<file path="src/rtl/bayer_pattern_source_pkg.sv">
// Shared definitions for the synthetic Bayer stream source: word type codes,
// FSM states, pattern selectors and a small width helper.
package bayer_pattern_source_pkg;

  localparam int DTYPE_WIDTH = 3;

  localparam logic [DTYPE_WIDTH-1:0] DTYPE_NONE        = 3'd0;
  localparam logic [DTYPE_WIDTH-1:0] DTYPE_FRAME_START = 3'd1;
  localparam logic [DTYPE_WIDTH-1:0] DTYPE_ROW_START   = 3'd2;
  localparam logic [DTYPE_WIDTH-1:0] DTYPE_PIXEL       = 3'd3;
  localparam logic [DTYPE_WIDTH-1:0] DTYPE_ROW_END     = 3'd4;
  localparam logic [DTYPE_WIDTH-1:0] DTYPE_FRAME_END   = 3'd5;

  typedef enum logic [2:0] {
    ST_IDLE,
    ST_FSTART,
    ST_RSTART,
    ST_PIX,
    ST_REND,
    ST_HBLANK,
    ST_FEND,
    ST_VBLANK
  } state_t;

  typedef enum logic [1:0] {
    PAT_CONST   = 2'd0,
    PAT_RAMP    = 2'd1,
    PAT_COUNTER = 2'd2,
    PAT_FRAME   = 2'd3
  } pattern_t;

  function automatic int maxInt(input int a, input int b);
    return (a > b) ? a : b;
  endfunction

endpackage

</file>
<file path="src/rtl/bayer_pattern_value.sv">
// Combinational pixel generator: maps pattern selector, position, running
// index and frame count to one pixel value. The caller registers the result.
module bayer_pattern_value
  import bayer_pattern_source_pkg::*;
#(
  parameter int PIXEL_WIDTH    = 8,
  parameter int NUM_ROWS_WIDTH = 12,
  parameter int NUM_COLS_WIDTH = 12
) (
  input  logic [1:0]                i_pattern,
  input  logic [NUM_ROWS_WIDTH-1:0] i_row,
  input  logic [NUM_COLS_WIDTH-1:0] i_col,
  input  logic [PIXEL_WIDTH-1:0]    i_ch00,
  input  logic [PIXEL_WIDTH-1:0]    i_ch01,
  input  logic [PIXEL_WIDTH-1:0]    i_ch10,
  input  logic [PIXEL_WIDTH-1:0]    i_ch11,
  input  logic [PIXEL_WIDTH-1:0]    i_pixIdx,
  input  logic [PIXEL_WIDTH-1:0]    i_frameCount,
  output logic [PIXEL_WIDTH-1:0]    o_pixel
);

  // One extra bit so the ramp sum never overflows before truncation.
  localparam int SUM_W = maxInt(NUM_ROWS_WIDTH, NUM_COLS_WIDTH) + 1;

  logic [SUM_W-1:0]       w_sum;
  logic [PIXEL_WIDTH-1:0] w_chan;

  assign w_sum = SUM_W'(i_row) + SUM_W'(i_col);

  always_comb begin
    w_chan = i_ch00;
    case ({i_row[0], i_col[0]})
      2'b00: w_chan = i_ch00;
      2'b01: w_chan = i_ch01;
      2'b10: w_chan = i_ch10;
      2'b11: w_chan = i_ch11;
      default: w_chan = i_ch00;
    endcase
  end

  always_comb begin
    o_pixel = '0;
    case (pattern_t'(i_pattern))
      PAT_CONST:   o_pixel = w_chan;
      PAT_RAMP:    o_pixel = PIXEL_WIDTH'(w_sum);
      PAT_COUNTER: o_pixel = i_pixIdx;
      PAT_FRAME:   o_pixel = i_frameCount;
      default:     o_pixel = '0;
    endcase
  end

endmodule

</file>
<file path="src/rtl/bayer_pattern_source.sv">
// Synthetic Bayer pixel-stream transmitter: emits framed rows of deterministic
// patterns with configurable geometry and blanking, replacing the sensor front end.
module bayer_pattern_source
  import bayer_pattern_source_pkg::*;
#(
  parameter int PIXEL_WIDTH    = 8,
  parameter int NUM_ROWS_WIDTH = 12,
  parameter int NUM_COLS_WIDTH = 12,
  parameter int BLANK_WIDTH    = 16
) (
  input  logic                      pixclk,
  input  logic                      reset,
  input  logic                      enable,
  input  logic [NUM_ROWS_WIDTH-1:0] num_rows,
  input  logic [NUM_COLS_WIDTH-1:0] num_cols,
  input  logic [BLANK_WIDTH-1:0]    hblank,
  input  logic [BLANK_WIDTH-1:0]    vblank,
  input  logic [1:0]                pattern,
  input  logic [PIXEL_WIDTH-1:0]    ch00,
  input  logic [PIXEL_WIDTH-1:0]    ch01,
  input  logic [PIXEL_WIDTH-1:0]    ch10,
  input  logic [PIXEL_WIDTH-1:0]    ch11,
  output logic                      dvo,
  output logic [DTYPE_WIDTH-1:0]    dtypeo,
  output logic [PIXEL_WIDTH-1:0]    datao,
  output logic                      busy,
  output logic [15:0]               frame_count
);

  localparam logic [NUM_ROWS_WIDTH-1:0] ROW_ONE   = 1;
  localparam logic [NUM_COLS_WIDTH-1:0] COL_ONE   = 1;
  localparam logic [BLANK_WIDTH-1:0]    BLANK_ONE = 1;
  localparam logic [PIXEL_WIDTH-1:0]    PIX_ONE   = 1;

  state_t r_state;

  logic [NUM_ROWS_WIDTH-1:0] r_numRows;
  logic [NUM_COLS_WIDTH-1:0] r_numCols;
  logic [BLANK_WIDTH-1:0]    r_hblank;
  logic [BLANK_WIDTH-1:0]    r_vblank;
  logic [1:0]                r_pattern;
  logic [PIXEL_WIDTH-1:0]    r_ch00;
  logic [PIXEL_WIDTH-1:0]    r_ch01;
  logic [PIXEL_WIDTH-1:0]    r_ch10;
  logic [PIXEL_WIDTH-1:0]    r_ch11;

  logic [NUM_ROWS_WIDTH-1:0] r_row;
  logic [NUM_COLS_WIDTH-1:0] r_col;
  logic [BLANK_WIDTH-1:0]    r_blankCnt;
  logic [PIXEL_WIDTH-1:0]    r_pixIdx;

  logic                      r_dvo;
  logic [DTYPE_WIDTH-1:0]    r_dtype;
  logic [PIXEL_WIDTH-1:0]    r_data;
  logic                      r_busy;
  logic [15:0]               r_frameCount;

  logic                      w_lastCol;
  logic                      w_lastRow;
  logic                      w_lastH;
  logic                      w_lastV;
  logic                      w_frameDone;
  logic                      w_loadCfg;
  logic [PIXEL_WIDTH-1:0]    w_pixel;

  assign w_lastCol = (r_col == (r_numCols - COL_ONE));
  assign w_lastRow = (r_row == (r_numRows - ROW_ONE));
  assign w_lastH   = (r_blankCnt == (r_hblank - BLANK_ONE));
  assign w_lastV   = (r_blankCnt == (r_vblank - BLANK_ONE));

  // A frame is done either at the last vblank cycle or straight out of FEND when vblank is 0.
  assign w_frameDone = ((r_state == ST_VBLANK) && w_lastV) ||
                       ((r_state == ST_FEND) && (r_vblank == '0));
  assign w_loadCfg   = enable && ((r_state == ST_IDLE) || w_frameDone);

  bayer_pattern_value #(
    .PIXEL_WIDTH   (PIXEL_WIDTH),
    .NUM_ROWS_WIDTH(NUM_ROWS_WIDTH),
    .NUM_COLS_WIDTH(NUM_COLS_WIDTH)
  ) u_value (
    .i_pattern   (r_pattern),
    .i_row       (r_row),
    .i_col       (r_col),
    .i_ch00      (r_ch00),
    .i_ch01      (r_ch01),
    .i_ch10      (r_ch10),
    .i_ch11      (r_ch11),
    .i_pixIdx    (r_pixIdx),
    .i_frameCount(r_frameCount[PIXEL_WIDTH-1:0]),
    .o_pixel     (w_pixel)
  );

  // Shadow config is captured only at frame boundaries so mid-frame edits wait a frame.
  always_ff @(posedge pixclk or posedge reset) begin
    if (reset) begin
      r_numRows <= ROW_ONE;
      r_numCols <= COL_ONE;
      r_hblank  <= '0;
      r_vblank  <= '0;
      r_pattern <= '0;
      r_ch00    <= '0;
      r_ch01    <= '0;
      r_ch10    <= '0;
      r_ch11    <= '0;
    end else if (w_loadCfg) begin
      r_numRows <= (num_rows == '0) ? ROW_ONE : num_rows;
      r_numCols <= (num_cols == '0) ? COL_ONE : num_cols;
      r_hblank  <= hblank;
      r_vblank  <= vblank;
      r_pattern <= pattern;
      r_ch00    <= ch00;
      r_ch01    <= ch01;
      r_ch10    <= ch10;
      r_ch11    <= ch11;
    end
  end

  always_ff @(posedge pixclk or posedge reset) begin
    if (reset) begin
      r_state      <= ST_IDLE;
      r_row        <= '0;
      r_col        <= '0;
      r_blankCnt   <= '0;
      r_pixIdx     <= '0;
      r_dvo        <= 1'b0;
      r_dtype      <= DTYPE_NONE;
      r_data       <= '0;
      r_busy       <= 1'b0;
      r_frameCount <= '0;
    end else begin
      r_dvo   <= 1'b0;
      r_dtype <= DTYPE_NONE;
      r_data  <= '0;
      case (r_state)
        ST_IDLE: begin
          r_busy <= 1'b0;
          if (enable) r_state <= ST_FSTART;
        end
        ST_FSTART: begin
          r_dvo    <= 1'b1;
          r_dtype  <= DTYPE_FRAME_START;
          r_busy   <= 1'b1;
          r_row    <= '0;
          r_pixIdx <= '0;
          r_state  <= ST_RSTART;
        end
        ST_RSTART: begin
          r_dvo   <= 1'b1;
          r_dtype <= DTYPE_ROW_START;
          r_col   <= '0;
          r_state <= ST_PIX;
        end
        ST_PIX: begin
          r_dvo    <= 1'b1;
          r_dtype  <= DTYPE_PIXEL;
          r_data   <= w_pixel;
          r_pixIdx <= r_pixIdx + PIX_ONE;
          if (w_lastCol) r_state <= ST_REND;
          else           r_col   <= r_col + COL_ONE;
        end
        ST_REND: begin
          r_dvo   <= 1'b1;
          r_dtype <= DTYPE_ROW_END;
          if (w_lastRow) begin
            r_state <= ST_FEND;
          end else begin
            r_row <= r_row + ROW_ONE;
            if (r_hblank != '0) begin
              r_blankCnt <= '0;
              r_state    <= ST_HBLANK;
            end else begin
              r_state <= ST_RSTART;
            end
          end
        end
        ST_HBLANK: begin
          if (w_lastH) r_state    <= ST_RSTART;
          else         r_blankCnt <= r_blankCnt + BLANK_ONE;
        end
        ST_FEND: begin
          r_dvo        <= 1'b1;
          r_dtype      <= DTYPE_FRAME_END;
          r_frameCount <= r_frameCount + 16'd1;
          if (r_vblank != '0) begin
            r_blankCnt <= '0;
            r_state    <= ST_VBLANK;
          end else begin
            r_state <= enable ? ST_FSTART : ST_IDLE;
          end
        end
        ST_VBLANK: begin
          if (w_lastV) r_state    <= enable ? ST_FSTART : ST_IDLE;
          else         r_blankCnt <= r_blankCnt + BLANK_ONE;
        end
        default: r_state <= ST_IDLE;
      endcase
    end
  end

  assign dvo         = r_dvo;
  assign dtypeo      = r_dtype;
  assign datao       = r_data;
  assign busy        = r_busy;
  assign frame_count = r_frameCount;

endmodule

</file>
<file path="config.mk">
export PLATFORM = sky130hd
export DESIGN_NAME = bayer_pattern_source
export DESIGN_NICKNAME = d
export VERILOG_FILES = /design/src/rtl/bayer_pattern_source_pkg.sv /design/src/rtl/bayer_pattern_value.sv /design/src/rtl/bayer_pattern_source.sv
export SDC_FILE = /design/constraint.sdc
export NUM_CORES = 1
export LEC_CHECK = 0
export CAP_MARGIN = 20
export CELL_PAD_IN_SITES_DETAIL_PLACEMENT = 0
export CELL_PAD_IN_SITES_GLOBAL_PLACEMENT = 1
export CORE_MARGIN = 2
export CORE_UTILIZATION = 35
export DETAILED_ROUTE_END_ITERATION = 12
export PLACE_DENSITY = 0.64
export RECOVER_POWER = 100
export SYNTH_ARGS = -nofsm -noshare
export SYNTH_HDL_FRONTEND = slang
export SYNTH_HIERARCHICAL = 1
export SYNTH_SLANG_ARGS = --single-unit
</file>
<file path="constraint.sdc">
create_clock -name pixclk -period 6.5 [get_ports pixclk]
set_input_delay 1.3 -clock pixclk [delete_from_list [all_inputs] [get_ports pixclk]]
set_output_delay 1.3 -clock pixclk [all_outputs]
set_load 0.1 [all_outputs]
</file>
==> flow_summary.ini <==
[run_status]
result_of_the_run = complete, but fails checks
failing_checks = capacitance limit, slew limit

[critical_path]
cp_data_required_time_ns = 6.81
timing.rr.start = r_vblank[2]
worstRegToRegCells = 9
timing.critical_path.from_type = register
critPathCaptureType = register
critPathArrivalTime_ns = 5.23
r2r_end = r_numCols[2]
cp_max_fo = 73
regToRegSetupSlack_ns = 1.59
critical_path_class = register to register

[detailed_routing]
vias = 8944
antenna_violating_nets_left = 0
dr.first_iter.drc_count = 690
routed_via_density = 5.51
tritonroute_pass_1_iters = 5
route.detailed.wl_per_inst_um = 18.6
post-route-drc-count = 0
finalWirelength_um = 30200

[final_layout]
nets = 1334
fraction_of_layout_instances_using_a_drive_strength_above_1_pct = 5.19
antenna_cells = 0
final_util_pct = 41.8
area_growth_pct = 18.1
final_instance_count_excl_fillers = 1622

[job]
drv_cap = 4

[synthesis]
ys_ff_latch = 170
asyncSetResetFlopFracSynth_pct = 100
synth_sequential_area_ratio_pct = 40.8
yosysWarningCount = 6
post_synth_inst_count = 1154
syn_avg_cell_area_um2 = 9.04
netlist_area_before_placement_um2 = 10400
synthDistinctLibCells = 78
synth_ff_type = sky130_fd_sc_hd__dfrtp_1
synth-edff-count = 0
synth_nets = 1269

[placed_design]
globalplace.congestion = 0.808
dp.cells = 1589
io_buffers = 121
dp_hpwl_um = 20800
post-place-ws_ns = 2.16

[floorplan]
io-pin-count = 122
initial_utilization_pct = 35.4
dieHeight_um = 177
std_cell_rows = 63
floorplan.die_area_um2 = 31200
core_region_area_um2 = 29500
dieWidth_um = 177

[sta]
worst-slew-pin-transition_ns = 2.33
max-slew-margin-rel_pct = -56.0
clock_skew_ns = 0.0237
final.hold.worst_slack_ns = 0.484
grt_setup_unrepaired = no
setup_viol = 0
summed_negative_setup_slack_over_all_endpoints_ns = 0
fmax_ghz = 0.204
maxSlewViolCount = 159
finalCriticalPeriod_ns = 4.91
final_hold_viol_count = 0
fin_ws_ns = 1.59
post-route-period-util_pct = 75.5

[clock_tree]
ctsRootBufferMaster = sky130_fd_sc_hd__clkbuf_16
clk-insertion-delay-late_ns = 0.45
cts_hold_bufs = 0
tritoncts = built
cts_resized = 0
numClockSinks = 170
post_cts_setup_driven_buffer_insertion_count = 0
cts_buffers = 17
clk_transition_reported_paths_ns = 0.08
cts-htree-levels = 4
clock_path_buffers = 2

[global_route]
initial_antenna_violation_count = 0
grt_overflow_total = 0
grt_use_total_pct = 19.7
wire_length_of_the_first_global_routing_pass_um = 48600
grt_max_degree = 109
vias_in_the_first_global_route = 8544

[hold_path]
startpoint_of_the_worst_hold_path = frame_count[15]
min-delay-path-class = register to register
hold_end = frame_count[15]
whs_path_cells = 1

[power_and_ir_drop]
power-per-cell-area_nw_per_um2 = 450
vdd.ir_drop.worst_uv = 359
leakagePower_nw = 5.19
-- cell type report --
type | instances | area (um^2)
Inverter | 24 | 91.3
Fill cell | 2977 | 17200
Timing Repair Buffer | 130 | 1280
Sequential cell | 170 | 4260
Clock buffer | 18 | 439
Tap cell | 390 | 488
Multi-Input combinational cell | 876 | 5630
Clock inverter | 14 | 144
-- flip-flops by register name (all words and copies together) (netlist names), 12 cells and up --
| signal | flops |
|---|---|
| r_numCols | 12 |
| frame_count | 16 |
| r_row | 12 |
| r_hblank | 16 |
| r_numRows | 12 |
| r_col | 12 |
| r_vblank | 16 |
| r_blankCnt | 16 |
-- synth_stat cells, types with 14 or more instances --
cell type                  number  area [um^2]
sky130_fd_sc_hd__xor2_1        34          298
sky130_fd_sc_hd__xnor2_1       56          490
sky130_fd_sc_hd__clkbuf_1      51          191
sky130_fd_sc_hd__nor4_1        17          106
sky130_fd_sc_hd__nand4_1       18          113
sky130_fd_sc_hd__buf_2         14         70.1
sky130_fd_sc_hd__and3_1        25          156
sky130_fd_sc_hd__a31oi_1       86          538
sky130_fd_sc_hd__nor2_1        72          270
sky130_fd_sc_hd__ha_1          21          263
sky130_fd_sc_hd__nand3_1       24          120
sky130_fd_sc_hd__o21ai_0       36          180
sky130_fd_sc_hd__nor3_1        39          195
sky130_fd_sc_hd__mux2_1        23          259
sky130_fd_sc_hd__inv_1         24         90.1
sky130_fd_sc_hd__nand2_1      143          537
sky130_fd_sc_hd__a21oi_1       77          385
sky130_fd_sc_hd__or3_1         17          106
sky130_fd_sc_hd__dfrtp_1      168         4200
-- where the power goes --
part | switching, mW | internal, mW | total (mW)
logic | 1.63 | 1.07 | 2.69
clock network | 0.512 | 0.524 | 1.04
registers | 0.466 | 1.35 | 1.82
total | 2.60 | 2.95 | 5.55
-- per-layer routing --
| metal | vias to the layer above | part of all wire [%] | routed length (um) | track usage, % |
|---|---|---|---|---|
| met5 | - | 0 | 0 | 0 |
| met4 | 0 | 0.83 | 249 | 3.58 |
| met3 | 16 | 3.8 | 1160 | 3.20 |
| met2 | 191 | 46 | 13700 | 30.4 |
| met1 | 4368 | 50 | 15000 | 29.4 |
| li1 | 4369 | - | - | - |
-- kinds of logic (layout without fill, tap and decap cells) --
family | count (synthesis) | count (layout) | share of synthesized area, %
simple gates | 419 | 419 | 20.2
fa+ha+maj | 22 | 22 | 2.71
mux | 40 | 40 | 4.66
xor+xnor | 90 | 90 | 7.55
buf+inv | 108 | 186 | 4.84
flops | 170 | 170 | 40.8
compound gates | 305 | 305 | 19.2
-- through the flow --
step                area [um^2]  power [mW]
floorplan                 10400        3.89
global placement          11800        4.56
detailed placement        11800        4.57
CTS                       12400        5.63
global route              12300        5.95
finish                    12300        5.55
-- cells in the final DEF, fill, tap and decap left out, types with 18 or more instances in the layout --
master and count:
sky130_fd_sc_hd__ha_1 21, sky130_fd_sc_hd__clkdlybuf4s50_1 91, sky130_fd_sc_hd__dlygate4sd3_1 30, sky130_fd_sc_hd__nor3_1 39
sky130_fd_sc_hd__o21ai_0 37, sky130_fd_sc_hd__xnor2_1 56, sky130_fd_sc_hd__a31oi_1 86, sky130_fd_sc_hd__a21oi_1 84
sky130_fd_sc_hd__dfrtp_1 168, sky130_fd_sc_hd__xor2_1 34, sky130_fd_sc_hd__nand4_1 18, sky130_fd_sc_hd__nor2_1 72
sky130_fd_sc_hd__nand2_1 143, sky130_fd_sc_hd__nand3_1 24, sky130_fd_sc_hd__nor4_1 18, sky130_fd_sc_hd__and3_1 25
sky130_fd_sc_hd__mux2_1 24, sky130_fd_sc_hd__inv_1 23
-- how the worst max path moves through the flow --
stage	from	slack (ns)	to	depth (start not counted)
6_report	r_vblank[2]	1.59	r_numCols[2]	9
5_1_grt	r_vblank[2]	1.10	r_numCols[6]	9
4_1_cts	r_vblank[2]	2.14	r_hblank[5]	10
3_5_place_dp	r_vblank[2]	2.16	r_hblank[5]	10
3_3_place_gp	r_vblank[2]	2.23	r_vblank[4]	10
2_1_floorplan	reset	0.60	busy	1
-- worst max-delay path: stages (launching register included) --
cell and delay (ns):
sky130_fd_sc_hd__dfrtp_1 0.48, sky130_fd_sc_hd__or4_1 0.74, sky130_fd_sc_hd__nor4_1 0.60, sky130_fd_sc_hd__a31o_2 0.25
sky130_fd_sc_hd__a211oi_1 0.05, sky130_fd_sc_hd__and4_1 0.23, sky130_fd_sc_hd__a31oi_1 0.25, sky130_fd_sc_hd__or3b_4 0.70
sky130_fd_sc_hd__nand2_1 0.86, sky130_fd_sc_hd__mux2_1 0.58
Power figures use the tool's default switching activity.
